--- src/rtl/readout_seq.sv ---
// Readout sequencer: streams sample RAM backwards, newest first, into tuart_tx.
// Optional abort input enabled by defining READOUT_SEQ_ABORT_EN.
module readout_seq #(
  parameter int unsigned WORD_BITS = 8,
  parameter int unsigned CMD_WORDS = 4,
  parameter int unsigned ADDR_BITS = 10
) (
  input  logic                           clk_i,
  input  logic                           rst_in,
  input  logic                           start_i,
  input  logic [ADDR_BITS-1:0]           start_addr_i,
  input  logic [ADDR_BITS-1:0]           read_cnt_i,
  output logic                           rd_o,
  output logic [ADDR_BITS-1:0]           addr_o,
  input  logic [WORD_BITS*CMD_WORDS-1:0] rdata_i,
  output logic                           tx_stb_o,
  input  logic                           tx_rdy_i,
  output logic [WORD_BITS*CMD_WORDS-1:0] tx_data_o,
  output logic                           busy_o,
`ifdef READOUT_SEQ_ABORT_EN
  input  logic                           abort_i,
`endif
  output logic                           done_o
);

  localparam int unsigned SW = WORD_BITS * CMD_WORDS;

  typedef enum logic [2:0] {
    S_IDLE,
    S_READ,
    S_LATCH,
    S_WAIT_RDY,
    S_WAIT_ACK,
    S_DONE
  } state_t;

  state_t                r_state;
  state_t                w_next;
  logic [ADDR_BITS-1:0]  r_addr;
  logic [ADDR_BITS-1:0]  r_rem;
  logic [SW-1:0]         r_data;
  logic                  r_rd;
  logic                  r_stb;
  logic                  r_busy;
  logic                  r_done;
  logic                  r_abort_pend;
  logic                  w_abort;

`ifdef READOUT_SEQ_ABORT_EN
  assign w_abort = abort_i;
`else
  assign w_abort = 1'b0;
`endif

  // Next-state logic; an abort during WAIT_ACK is deferred until the handshake finishes
  always_comb begin
    w_next = r_state;
    case (r_state)
      S_IDLE:     if (start_i) w_next = S_READ;
      S_READ:     w_next = w_abort ? S_IDLE : S_LATCH;
      S_LATCH:    w_next = w_abort ? S_IDLE : S_WAIT_RDY;
      S_WAIT_RDY: begin
        if (w_abort)       w_next = S_IDLE;
        else if (tx_rdy_i) w_next = S_WAIT_ACK;
      end
      S_WAIT_ACK: begin
        if (!tx_rdy_i) begin
          if (r_abort_pend || w_abort) w_next = S_IDLE;
          else if (r_rem == '0)        w_next = S_DONE;
          else                         w_next = S_READ;
        end
      end
      S_DONE:     w_next = S_IDLE;
      default:    w_next = S_IDLE;
    endcase
  end

  always_ff @(posedge clk_i or negedge rst_in) begin
    if (!rst_in) begin
      r_state      <= S_IDLE;
      r_addr       <= '0;
      r_rem        <= '0;
      r_data       <= '0;
      r_rd         <= 1'b0;
      r_stb        <= 1'b0;
      r_busy       <= 1'b0;
      r_done       <= 1'b0;
      r_abort_pend <= 1'b0;
    end else begin
      r_state <= w_next;
      r_rd    <= (w_next == S_READ);
      r_stb   <= (r_state == S_WAIT_RDY) && (w_next == S_WAIT_ACK);
      r_busy  <= (w_next != S_IDLE);
      r_done  <= (w_next == S_DONE);

      if (w_next == S_IDLE)
        r_abort_pend <= 1'b0;
      else if ((r_state == S_WAIT_ACK) && w_abort)
        r_abort_pend <= 1'b1;

      if ((r_state == S_IDLE) && start_i) begin
        r_addr <= start_addr_i;
        r_rem  <= read_cnt_i;
      end else if ((r_state == S_WAIT_ACK) && (w_next == S_READ)) begin
        r_addr <= r_addr - ADDR_BITS'(1);
        r_rem  <= r_rem - ADDR_BITS'(1);
      end

      // RAM data is valid the cycle after the read strobe
      if (r_state == S_LATCH)
        r_data <= rdata_i;
    end
  end

  assign rd_o      = r_rd;
  assign addr_o    = r_addr;
  assign tx_stb_o  = r_stb;
  assign tx_data_o = r_data;
  assign busy_o    = r_busy;
  assign done_o    = r_done;

endmodule

--- config.mk ---
export PLATFORM = sky130hd
export DESIGN_NAME = readout_seq
export DESIGN_NICKNAME = d
export VERILOG_FILES = /design/src/rtl/readout_seq.sv
export SDC_FILE = /design/constraint.sdc
export NUM_CORES = 1
export LEC_CHECK = 0
export ABC_AREA = 1
export CELL_PAD_IN_SITES_DETAIL_PLACEMENT = 2
export CELL_PAD_IN_SITES_GLOBAL_PLACEMENT = 2
export CORE_MARGIN = 2
export CORE_UTILIZATION = 23
export DETAILED_ROUTE_END_ITERATION = 6
export PLACE_DENSITY_LB_ADDON = 0.1
export SLEW_MARGIN = 25
export SYNTH_ARGS = -nofsm -noshare
export SYNTH_HDL_FRONTEND = slang
export SYNTH_SLANG_ARGS = --single-unit
--- constraint.sdc ---
create_clock -name clk_i -period 1.3 [get_ports clk_i]
set_input_delay 0.13 -clock clk_i [delete_from_list [all_inputs] [get_ports clk_i]]
set_output_delay 0.13 -clock clk_i [all_outputs]
set_load 0.05 [all_outputs]
[Word level (Yosys, flattened, before mapping)]
Cells that the tools add are included.
Storage, ports and cells
  register bits after elaboration: 59
  input port bits: 56
  word-level logic and storage cells: 33
Cells by class
  add/subtract/negate cells: 2
  equal/unequal tests: 7
  muxes and demuxes: 9
  reductions and logical operators: 7
Operators by type and width (count)
  10-bit two-way mux: 4
  10-bit by 1-bit subtractor with 10-bit output, second input constant: 2
  3-bit one-hot mux with 5 select lines: 1
  3-bit two-way mux: 4
  10-bit zero test: 1
  3-bit == test, second input constant: 3
  3-bit by 1-bit == test with 1-bit output, second input constant: 2
  3-bit by 2-bit == test with 1-bit output, second input constant: 2
  1-bit logical AND: 3
  3-bit zero test: 1
  3-bit nonzero test: 1
  2-bit nonzero test: 1

[Logic depth before layout (Yosys ltp)]
Gate-level depths: netlist of run 1.
  depth after elaboration: 8
  depth in mapped cells: 10
  depth with buffers taken out: 10

[Least setup slack after synthesis of run 1]
OpenSTA, ideal clock, no wires.
  path kind: flip-flop to flip-flop
  start point: register r_addr[0] (netlist: addr_o[0])
  end point: register r_addr[2] (netlist: addr_o[2])
  arrival time: 1.629 ns
  required time: 1.233 ns
  path slack: -0.396 ns
  cell stages (with the launch flop): 7
  path buffers: 0
  clock period less this slack: 1.696 ns
  cell sequence: dfrtp_1 inv_1 ha_1 or2_2 a31oi_1 nand2_1 nand2_1
Between the ends
  cells in the longest elaborated chain, start to end: 3
RTL lines
  from (decl): line 39  | logic [ADDR_BITS-1:0] r_addr;
  from (signal assigned): line 102  | r_addr <= start_addr_i;
  from (signal assigned): line 105  | r_addr <= r_addr - ADDR_BITS'(1);
  10-bit by 1-bit subtractor with 10-bit output: line 105
  10-bit two-way mux: line 104  | end else if ((r_state == S_WAIT_ACK) && (w_next == S_READ)) begin
  10-bit two-way mux: line 101  | if ((r_state == S_IDLE) && start_i) begin
No other way between the ends. The select of a mux whose other input is x is not followed.
A chain may end at the register's enable or synchronous reset.

[Worst setup path after layout of run 1]
  start point: register r_state[0]
  end point: register r_addr[5] (netlist: addr_o[5])
Between the ends
  cells in the longest elaborated chain, start to end: 5
  elaborated cells between the ends (all ways): 14
  classes of those cells: 5 x eq/ne; 5 x mux; 4 x reduce/logical
RTL lines
  from (decl): line 37  | state_t r_state;
  from (signal assigned): line 90  | r_state <= w_next;
  3-bit == test (tied with other cells): line 58  | case (r_state)
  3-bit one-hot mux with 5 select lines (*): line 58
  net w_next[0]: line 38  | state_t w_next;
  3-bit by 1-bit == test with 1-bit output (*): line 104
  1-bit logical AND (*): line 104
  2-bit nonzero test (no line) (*)
The timed path passes the listed nets; every way through them passes the cells marked *.

==> results of run 1 <==
-- Yosys cell counts --
library cell	count	area, um2
dfrtp_1	59	1476
nor2_4	2	22.52
clkbuf_1	1	3.750
nand4_1	2	12.51
nand3_4	2	35.03
o21ai_1	6	30.03
nand2_4	1	11.26
o21ai_0	25	125.1
buf_4	1	7.510
mux2_2	32	360.4
a21oi_1	2	10.01
a31oi_1	1	6.260
nand3b_2	1	11.26
nand3_1	18	90.09
nor2_1	27	101.4
nand2_1	105	394.1
inv_1	23	86.33
inv_2	1	3.750
ha_1	3	37.54
buf_6	4	45.04
clkbuf_2	1	5.000
nand2_2	2	12.51
xnor2_1	2	17.52
o21bai_1	2	15.01
or2_2	1	6.260
buf_2	5	25.02
-- report_power, final --
part	total (W)	internal, W	switching (W)
clock	0.00253	0.00167	0.000861
sequential	0.00368	0.00276	0.000916
combinational	0.0118	0.00583	0.00598
-- state kept, by name (all words and copies together), names as in the netlist --
register / count
busy_o: 1
addr_o: 10
r_state: 3
tx_data_o: 32
r_rem: 10
done_o: 1
rd_o: 1
tx_stb_o: 1
-- what timing repair did --
item / CTS / global route
hold endpoints to repair: 59 / 0
gates cloned: 1 / 0
pin swaps: 8 / 4
setup endpoints to repair: 56 / 56
setup buffers: 3 / 2
hold buffers: 1 / 0
resized for setup: 40 / 18
-- critical path, cell delays in order, from the launching register on --
cell and delay, ps:
dfrtp_2 440, nor2_4 130, nand2_2 80, nand2_2 90, nand2_2 60, nand3_4 90, nand2_8 80, nor2_4 130
buf_6 170, nand2_2 50, nand2_1 60
-- kinds of logic (layout without fill, tap and decap cells) --
kind of cell             after synthesis  in the layout  synth area share, %
buffers and inverters                 36            194                5.976
AO/OA/AOI/OAI                         36             36                6.316
flip-flops                            59             59                50.02
AND/OR/NAND/NOR                      161            161                23.61
adder cells (fa/ha/maj)                3              3                1.272
multiplexers                          32             32                12.21
XOR/XNOR                               2              2               0.5936
-- layout make-up --
type                       count  share of cell area, %
clock buffer                  11                  4.194
clock inverter                 5                  1.398
inverter                      24                  1.623
tap                          172                  3.878
multi-input combinational    234                  26.45
timing repair buffer         154                  35.67
sequential                    59                  26.79
-- placed cells by master (no fill, tap or decap), types with 3 or more instances in the layout --
master / n
inv_1: 20
o21ai_0: 10
clkbuf_16: 9
clkdlybuf4s50_1: 54
mux2_2: 14
mux2_4: 18
buf_4: 39
nand3_1: 15
o21ai_2: 3
nor2_4: 3
nand2_1: 97
nand2_2: 9
inv_2: 4
o21ai_1: 18
nor2_2: 4
nand3_2: 3
dfrtp_1: 51
buf_6: 6
nor2_1: 22
buf_12: 51
dfrtp_2: 8
-- how the worst max path moves through the flow --
stage / startpoint / cells after the start / slack, ps / to
after floorplan: addr_o[0] / 6 / -50 / addr_o[2]
after global routing: r_state[1] / 10 / -290 / r_rem[5]
final: r_state[0] / 10 / -160 / addr_o[5]
after detailed placement: tx_rdy_i / 7 / -260 / r_rem[9]
after CTS: r_state[1] / 9 / -150 / addr_o[5]
after global placement: tx_rdy_i / 7 / -210 / r_rem[9]
-- routing by layer --
layer  vias up  global-route usage (%)
met5         -                       0
met3        10                   2.626
met1      1440                   19.69
met4         0                   6.353
li1       1372                       -
met2        78                   29.08
-- per-stage QoR --
step,instances,power (W),util [%],hold WS [ps],worst slack (ps)
after floorplan,329,0.009058,-,-165.6,-45.75
after global placement,636,0.01420,39.61,183.2,-208.4
after detailed placement,636,0.01455,39.61,199.8,-262.3
after CTS,657,0.01790,43.45,407.9,-152.6
after global routing,659,0.01916,44.15,417.0,-287.5
final,659,0.01802,44.15,386.0,-163.0
==> flow_metrics.tcl, run 1 <==
set metrics [dict create \
    io_pins 102 \
    dieArea_mm2 0.01375 \
    hold_viol 0 \
    multiInputGateArea_mm2 0.001468 \
    r2r-end "addr_o[5]" \
    grt_pass1_wl_mm 16.79 \
    syn_inst 329 \
    syn_nets 388 \
    cts_max_level 3 \
    cts_tree "yes" \
    max_freq_mhz 683.5 \
    n_antenna_cell 0 \
    cts_num_sinks 59 \
    clock_latency_ps 330 \
    wirelength_met1_mm 4.719 \
    initial_utilization_pct 23.48 \
    cp.required_ps 1560 \
    fin_crit_sh_pct 112.5 \
    highest_layer "met4" \
    syn2layout_area_growth_pct 88.00 \
    grt-ovfl-total 0 \
    ant_nets 0 \
    hp-class "in -> async" \
    cts-root-buf "clkbuf_16" \
    synth_warnings 0 \
    max_cap_viol_count 0 \
    drc 0 \
    cts_made_buffers 9 \
    peakVddDrop_mv 1.199 \
    endpoint_kind "flop" \
    gp_congestion 0.7496 \
    antenna_found_initial 0 \
    crit_fanout 7 \
    syn_area_per_cell_um2 8.971 \
    die-height_um 117.3 \
    worstMarginPinSlew_ps 424.1 \
    regArea_mm2 0.001486 \
    portBuffers 101 \
    r2r_start "r_state[0]" \
    wl_met3_um 472 \
    synth_area_mm2 0.002952 \
    start_kind "flop" \
    period_needed_ps 1463 \
    wl_met2_mm 5.438 \
    cts_max_path_buffers 2 \
    r2r_cells 10 \
    setup_slack_ps -163.0 \
    die_width_um 117.3 \
    nNetsFinal 541 \
    outcome "finished with violations" \
    first_pass_iters 4 \
    setup_violations 55 \
    grt_pass1_vias 3191 \
    ys_seq_elements 59 \
    final_max_slew_viol_count 0 \
    place_area_mm2 0.004979 \
    synth.yosys.seq_area_share_pct 50.02 \
    placement_rows 41 \
    tns_ps -4536 \
    violations "setup timing" \
    grt_setup_unrepaired "yes" \
    finClkSkew_ps 6.833 \
    drive_above_1_share_pct 38.19 \
    arrival_ps 1720 \
    vias 2900 \
    leakagePower_nw 2.597 \
    p_per_area_mw_per_mm2 3248 \
    core_mm2 0.01257 \
    reg2reg_setup_slack_ps -160 \
    grt_max_degree 31 \
    worstSetupPathType "reg -> reg" \
    cts.clk_slew.worst_paths_ps 50 \
    synthDistinctLibCells 26 \
    via_per_inst 4.401 \
    grt_util_all_layers_pct 16.33 \
    wl_per_cell_um 16.39 \
    first_iter_violations 62 \
    hpwlAfterDp_mm 7.608 \
    relSlewSlack_pct 71.73 \
    wl_mm 10.80 \
    fill_cells 1316 \
    stdcell_area_mm2 0.005549 \
]
No activity file was read; power rests on OpenSTA's default activity.
==> run 2: changes to the inputs <==
--- a/config.mk
+++ b/config.mk
@@ -8,7 +8,7 @@
 export ABC_AREA = 1
 export CELL_PAD_IN_SITES_DETAIL_PLACEMENT = 2
 export CELL_PAD_IN_SITES_GLOBAL_PLACEMENT = 2
-export CORE_MARGIN = 2
+export CORE_MARGIN = 3
 export CORE_UTILIZATION = 23
 export DETAILED_ROUTE_END_ITERATION = 6
 export PLACE_DENSITY_LB_ADDON = 0.1
==> run 2 against run 1 <==
Net effect: the flow still finishes with violations (setup timing); non-clock buffer count down 2; routed wire length down 0.10%; largest power group unchanged; clock power up 12%; sequential power down 1%; cell count down 0.91%; flip-flop and latch count unchanged; clock-buffer cell count down 2; critical path depth down 2; sequential share of layout area up 0.30 points; worst hold slack worse by 41 ps; clock skew about the same; die area up 3.4%.
==> flow_metrics.tcl, run 2 (same netlist as run 1, synthesis figures left out) <==
set metrics [dict create \
    worstSetupPathType "reg -> reg" \
    cts_max_level 3 \
    dieArea_mm2 0.01423 \
    tns_ps -5099 \
    fin_hold_ws_ps 344.6 \
    place_inst 630 \
    setup_violations 55 \
    nNetsFinal 539 \
    hpwlAfterDp_mm 7.752 \
    place_ws_ps -261.8 \
    relSlewSlack_pct 81.95 \
    slowest_stage "dfrtp_2" \
    grt_max_degree 31 \
    p_per_area_mw_per_mm2 3230 \
    start_kind "flop" \
    r2r_cells 8 \
    cts_tree "yes" \
    crit_family "simple AND/OR/NAND/NOR gates" \
    setup_slack_ps -175.0 \
    r2r_start "r_state[0]" \
    arrival_ps 1700 \
    first_iter_violations 86 \
    stdcell_count 653 \
    final_common_cell "nand2_1" \
    grt_setup_unrepaired "yes" \
    violations "setup timing" \
    cp.depth 8 \
    final_cell_mix "102 x nand2_1, 55 x buf_12, 54 x clkdlybuf4s50_1" \
    crit_fanout 9 \
    drc 0 \
    placement_rows 40 \
    ant_nets 0 \
    hold_viol 0 \
    endpoint_kind "flop" \
    leakagePower_nw 2.509 \
    max_freq_mhz 678.0 \
    fin_crit_sh_pct 113.5 \
    first_pass_iters 4 \
    worstPathCellList "nor2_4, buf_4, nand3_4, nand3_4, nand2_4, buf_4, o21ai_1, nand2_1" \
    wl_mm 10.79 \
    grt-ovfl-total 0 \
    initial_utilization_pct 24.07 \
    final_max_slew_viol_count 0 \
    via_per_inst 4.391 \
    syn2layout_area_growth_pct 86.05 \
    vias 2867 \
    grt_pass1_wl_mm 17.92 \
    reg2reg_setup_slack_ps -170 \
    largest_reg_flops 32 \
    cts-root-buf "clkbuf_16" \
    drive_above_1_share_pct 37.94 \
    grt_pass1_vias 3270 \
    period_needed_ps 1475 \
    max_cap_viol_count 0 \
    clock_latency_ps 340 \
    portBuffers 101 \
    outcome "finished with violations" \
    n_antenna_cell 0 \
    cp.required_ps 1520 \
    cts_num_sinks 59 \
    die-height_um 119.3 \
    worst-path-buf-inv 2 \
    peakVddDrop_mv 1.129 \
    cts_made_buffers 9 \
    gp_congestion 0.7574 \
    io_pins 102 \
    worstMarginPinSlew_ps 269.8 \
    cts.clk_slew.worst_paths_ps 60 \
    hp-class "in -> async" \
    finClkSkew_ps 6.577 \
    antenna_found_initial 0 \
    r2r-end "r_rem[7]" \
    core_mm2 0.01226 \
    wl_per_cell_um 16.53 \
    grt_util_all_layers_pct 16.13 \
    cts_max_path_buffers 2 \
    die_width_um 119.3 \
    cp_slowest_stage_delay_ps 450 \
    fin_util_pct 44.79 \
]
run 2: final cells by class:
| cell class | instances | area (um2) |
|---|---|---|
| Clock buffer | 9 | 225.2 |
| Clock inverter | 7 | 123.9 |
| Fill cell | 1300 | 6770 |
| Inverter | 24 | 95.09 |
| Multi-Input combinational cell | 234 | 1378 |
| Sequential cell | 59 | 1488 |
| Tap cell | 168 | 210.2 |
| Timing Repair Buffer | 152 | 1972 |
run 2: routing by layer:
layer / vias to the layer above / part of all wire (%) / GRT usage [%]
met5: - / 0 / 0
met4: 0 / 1.3 / 4.779
met3: 12 / 4.2 / 3.894
met2: 82 / 50 / 27.83
met1: 1407 / 44 / 19.90
li1: 1366 / - / -
run 2: how the worst max path moves through the flow:
stage / startpoint / end / slack (ps)
floorplan: addr_o[0] / addr_o[2] / -50
global placement: tx_rdy_i / r_rem[9] / -190
detailed placement: tx_rdy_i / r_rem[9] / -260
CTS: r_state[0] / r_rem[9] / -190
global route: r_state[0] / addr_o[9] / -290
finish: r_state[0] / r_rem[7] / -170
run 2: repair_timing:
| action | in CTS | in global routing |
|---|---|---|
| setup endpoints to repair | 55 | 56 |
| pin swaps | 2 | 2 |
| hold buffers | 1 | 0 |
| gates resized for setup | 23 | 10 |
| buffers inserted | 4 | 2 |
| cloned | 1 | 0 |
| hold endpoints to repair | 59 | 0 |
run 2: per-stage QoR:
stage | cell area (um2) | total power (W)
after global routing | 5492 | 0.01888
after floorplan | 2988 | 0.009058
final | 5492 | 0.01774
after global placement | 4996 | 0.01427
after CTS | 5468 | 0.01792
after detailed placement | 4996 | 0.01458
run 2: power breakdown:
| group | total [W] | switching [W] | internal [W] |
|---|---|---|---|
| logic | 0.0113 | 0.00576 | 0.00549 |
| registers | 0.00364 | 0.000881 | 0.00276 |
| clock network | 0.00284 | 0.000953 | 0.00189 |
| total | 0.0177 | 0.00760 | 0.0101 |
run 2: worst min-delay path: stages:
cell,delay [ps]
dlygate4sd3_1,520
buf_2,170
buf_12,210
==> run 3: changes to the inputs <==
--- a/config.mk
+++ b/config.mk
@@ -8,7 +8,6 @@
 export ABC_AREA = 1
 export CELL_PAD_IN_SITES_DETAIL_PLACEMENT = 2
 export CELL_PAD_IN_SITES_GLOBAL_PLACEMENT = 2
-export CORE_MARGIN = 3
 export CORE_UTILIZATION = 23
 export DETAILED_ROUTE_END_ITERATION = 6
 export PLACE_DENSITY_LB_ADDON = 0.1
==> run 3 against run 2 <==
Net effect: the flow still finishes with violations (setup timing); combinational power about the same; highest routed layer unchanged; power down 3.3%; routed wire length down 6.5%; core utilization down 1.6 points; critical path depth up 2; design area down 1.2%; global-route usage up 0.51 points; cell count up 0.31%.
==> flow_metrics.tcl, run 3 (same netlist as run 1, synthesis figures left out) <==
set metrics [dict create \
    outcome "finished with violations" \
    violations "setup timing" \
    portBuffers 101 \
    nNetsFinal 537 \
    grt-ovfl-total 0 \
    wirelength_met1_mm 4.306 \
    cts_num_sinks 59 \
    n_antenna_cell 0 \
    start_kind "flop" \
    cts_max_level 3 \
    dieArea_mm2 0.01329 \
    via_per_inst 4.400 \
    drive_above_1_share_pct 37.68 \
    peakVddDrop_mv 1.210 \
    placement_rows 41 \
    wl_met2_mm 5.095 \
    arrival_ps 1680 \
    largest_reg_flops 32 \
    setup_violations 54 \
    grt_util_all_layers_pct 16.64 \
    wl_per_cell_um 15.40 \
    final_cell_mix "102 x nand2_1, 54 x clkdlybuf4s50_1, 54 x buf_12" \
    r2r-end "addr_o[7]" \
    final_max_slew_viol_count 0 \
    regArea_mm2 0.001488 \
    max_freq_mhz 678.6 \
    ant_nets 0 \
    initial_utilization_pct 23.48 \
    die-height_um 115.3 \
    cts_tree "yes" \
    final_common_cell "nand2_1" \
    crit_fanout 21 \
    syn2layout_area_growth_pct 83.85 \
    cp.depth 10 \
    cp-endpoint "addr_o[7]" \
    hpwlAfterDp_mm 7.744 \
    startpoint "r_state[0]" \
    cts.clk_slew.worst_paths_ps 50 \
    clock_latency_ps 330 \
    cts_made_buffers 9 \
    die_width_um 115.3 \
    hp-class "in -> async" \
    first_pass_iters 4 \
    relSlewSlack_pct 71.07 \
    grt_setup_unrepaired "yes" \
    antenna_found_initial 0 \
    finClkSkew_ps 6.318 \
    grt_pass1_vias 3213 \
    period_needed_ps 1474 \
    endpoint_kind "flop" \
    fin_util_pct 43.18 \
    grt_max_degree 33 \
    worst-path-buf-inv 2 \
    cp.required_ps 1510 \
    gp_congestion 0.7395 \
    worstPathCellList "buf_4, nand3_2, nand2_2, nand2_2, nand3_4, nand2_8, nor2_4, buf_12, nand2_1, nand2_1" \
    fill_cells 1329 \
    io_pins 102 \
    drc 0 \
    first_iter_violations 57 \
    crit_family "simple AND/OR/NAND/NOR gates" \
    cts_max_path_buffers 2 \
    wl_met3_um 518 \
    grt_pass1_wl_mm 16.64 \
    worstMarginPinSlew_ps 434.0 \
    wl_mm 10.09 \
    p_per_area_mw_per_mm2 3161 \
    reg2reg_setup_slack_ps -170 \
    cts-root-buf "clkbuf_16" \
    highest_layer "met4" \
    slowest_stage "dfrtp_2" \
    leakagePower_nw 2.476 \
    multiInputGateArea_mm2 0.001388 \
    max_cap_viol_count 0 \
    r2r_cells 10 \
    vias 2882 \
    fin_crit_sh_pct 113.4 \
    place_ws_ps -256.6 \
    hold_viol 0 \
    r2r_start "r_state[0]" \
    core_mm2 0.01257 \
    setup_slack_ps -173.6 \
    worstSetupPathType "reg -> reg" \
    cp_slowest_stage_delay_ps 430 \
]
[run 3: metal layers]
metal,vias to the layer above,global-route usage [%]
met2,75,29.40
met1,1435,19.50
li1,1361,-
met4,0,6.840
met5,-,0
met3,11,3.637
[run 3: repair_timing]
| action | in CTS | in global routing |
|---|---|---|
| pin swaps | 3 | 1 |
| setup buffers | 4 | 1 |
| hold buffers | 1 | 0 |
| hold endpoints to repair | 11 | 0 |
| gates resized for setup | 25 | 7 |
| endpoints found under the setup margin | 56 | 57 |
[run 3: final cells by class]
cell class                      instances  share of cell area [%]
Clock buffer                           11                   4.473
Clock inverter                          5                  0.9684
Multi-Input combinational cell        234                   25.57
Tap cell                              172                   3.966
Inverter                               24                   1.706
Timing Repair Buffer                  150                   35.90
Sequential cell                        59                   27.42
[run 3: how the worst min path moves through the flow]
stage	cells after the start	from	slack, ps	endpoint
2_1_floorplan	0	rst_in	-170	addr_o[0]
3_3_place_gp	1	rst_in	90	tx_data_o[25]
3_5_place_dp	1	rst_in	90	tx_data_o[25]
4_1_cts	2	rst_in	280	tx_data_o[23]
5_1_grt	2	rst_in	340	tx_data_o[25]
6_report	2	rst_in	300	tx_data_o[25]
[run 3: where the power goes]
part	leakage, nW	internal, W	switching [W]	total, W
registers	0.703	0.00277	0.000865	0.00363
logic	1.63	0.00541	0.00574	0.0112
clock network	0.145	0.00152	0.000845	0.00237
[run 3: per-stage QoR]
step	hold WS, ps	cell area [um2]	TNS, ps	total power [W]	instances
global placement	87.90	4994	-4778	0.01421	633
CTS	281.9	5401	-5610	0.01737	654
detailed placement	89.64	4994	-6585	0.01454	633
global route	336.6	5426	-11670	0.01826	655
finish	304.8	5426	-7309	0.01715	655
floorplan	-165.6	2988	-725.9	0.009058	329
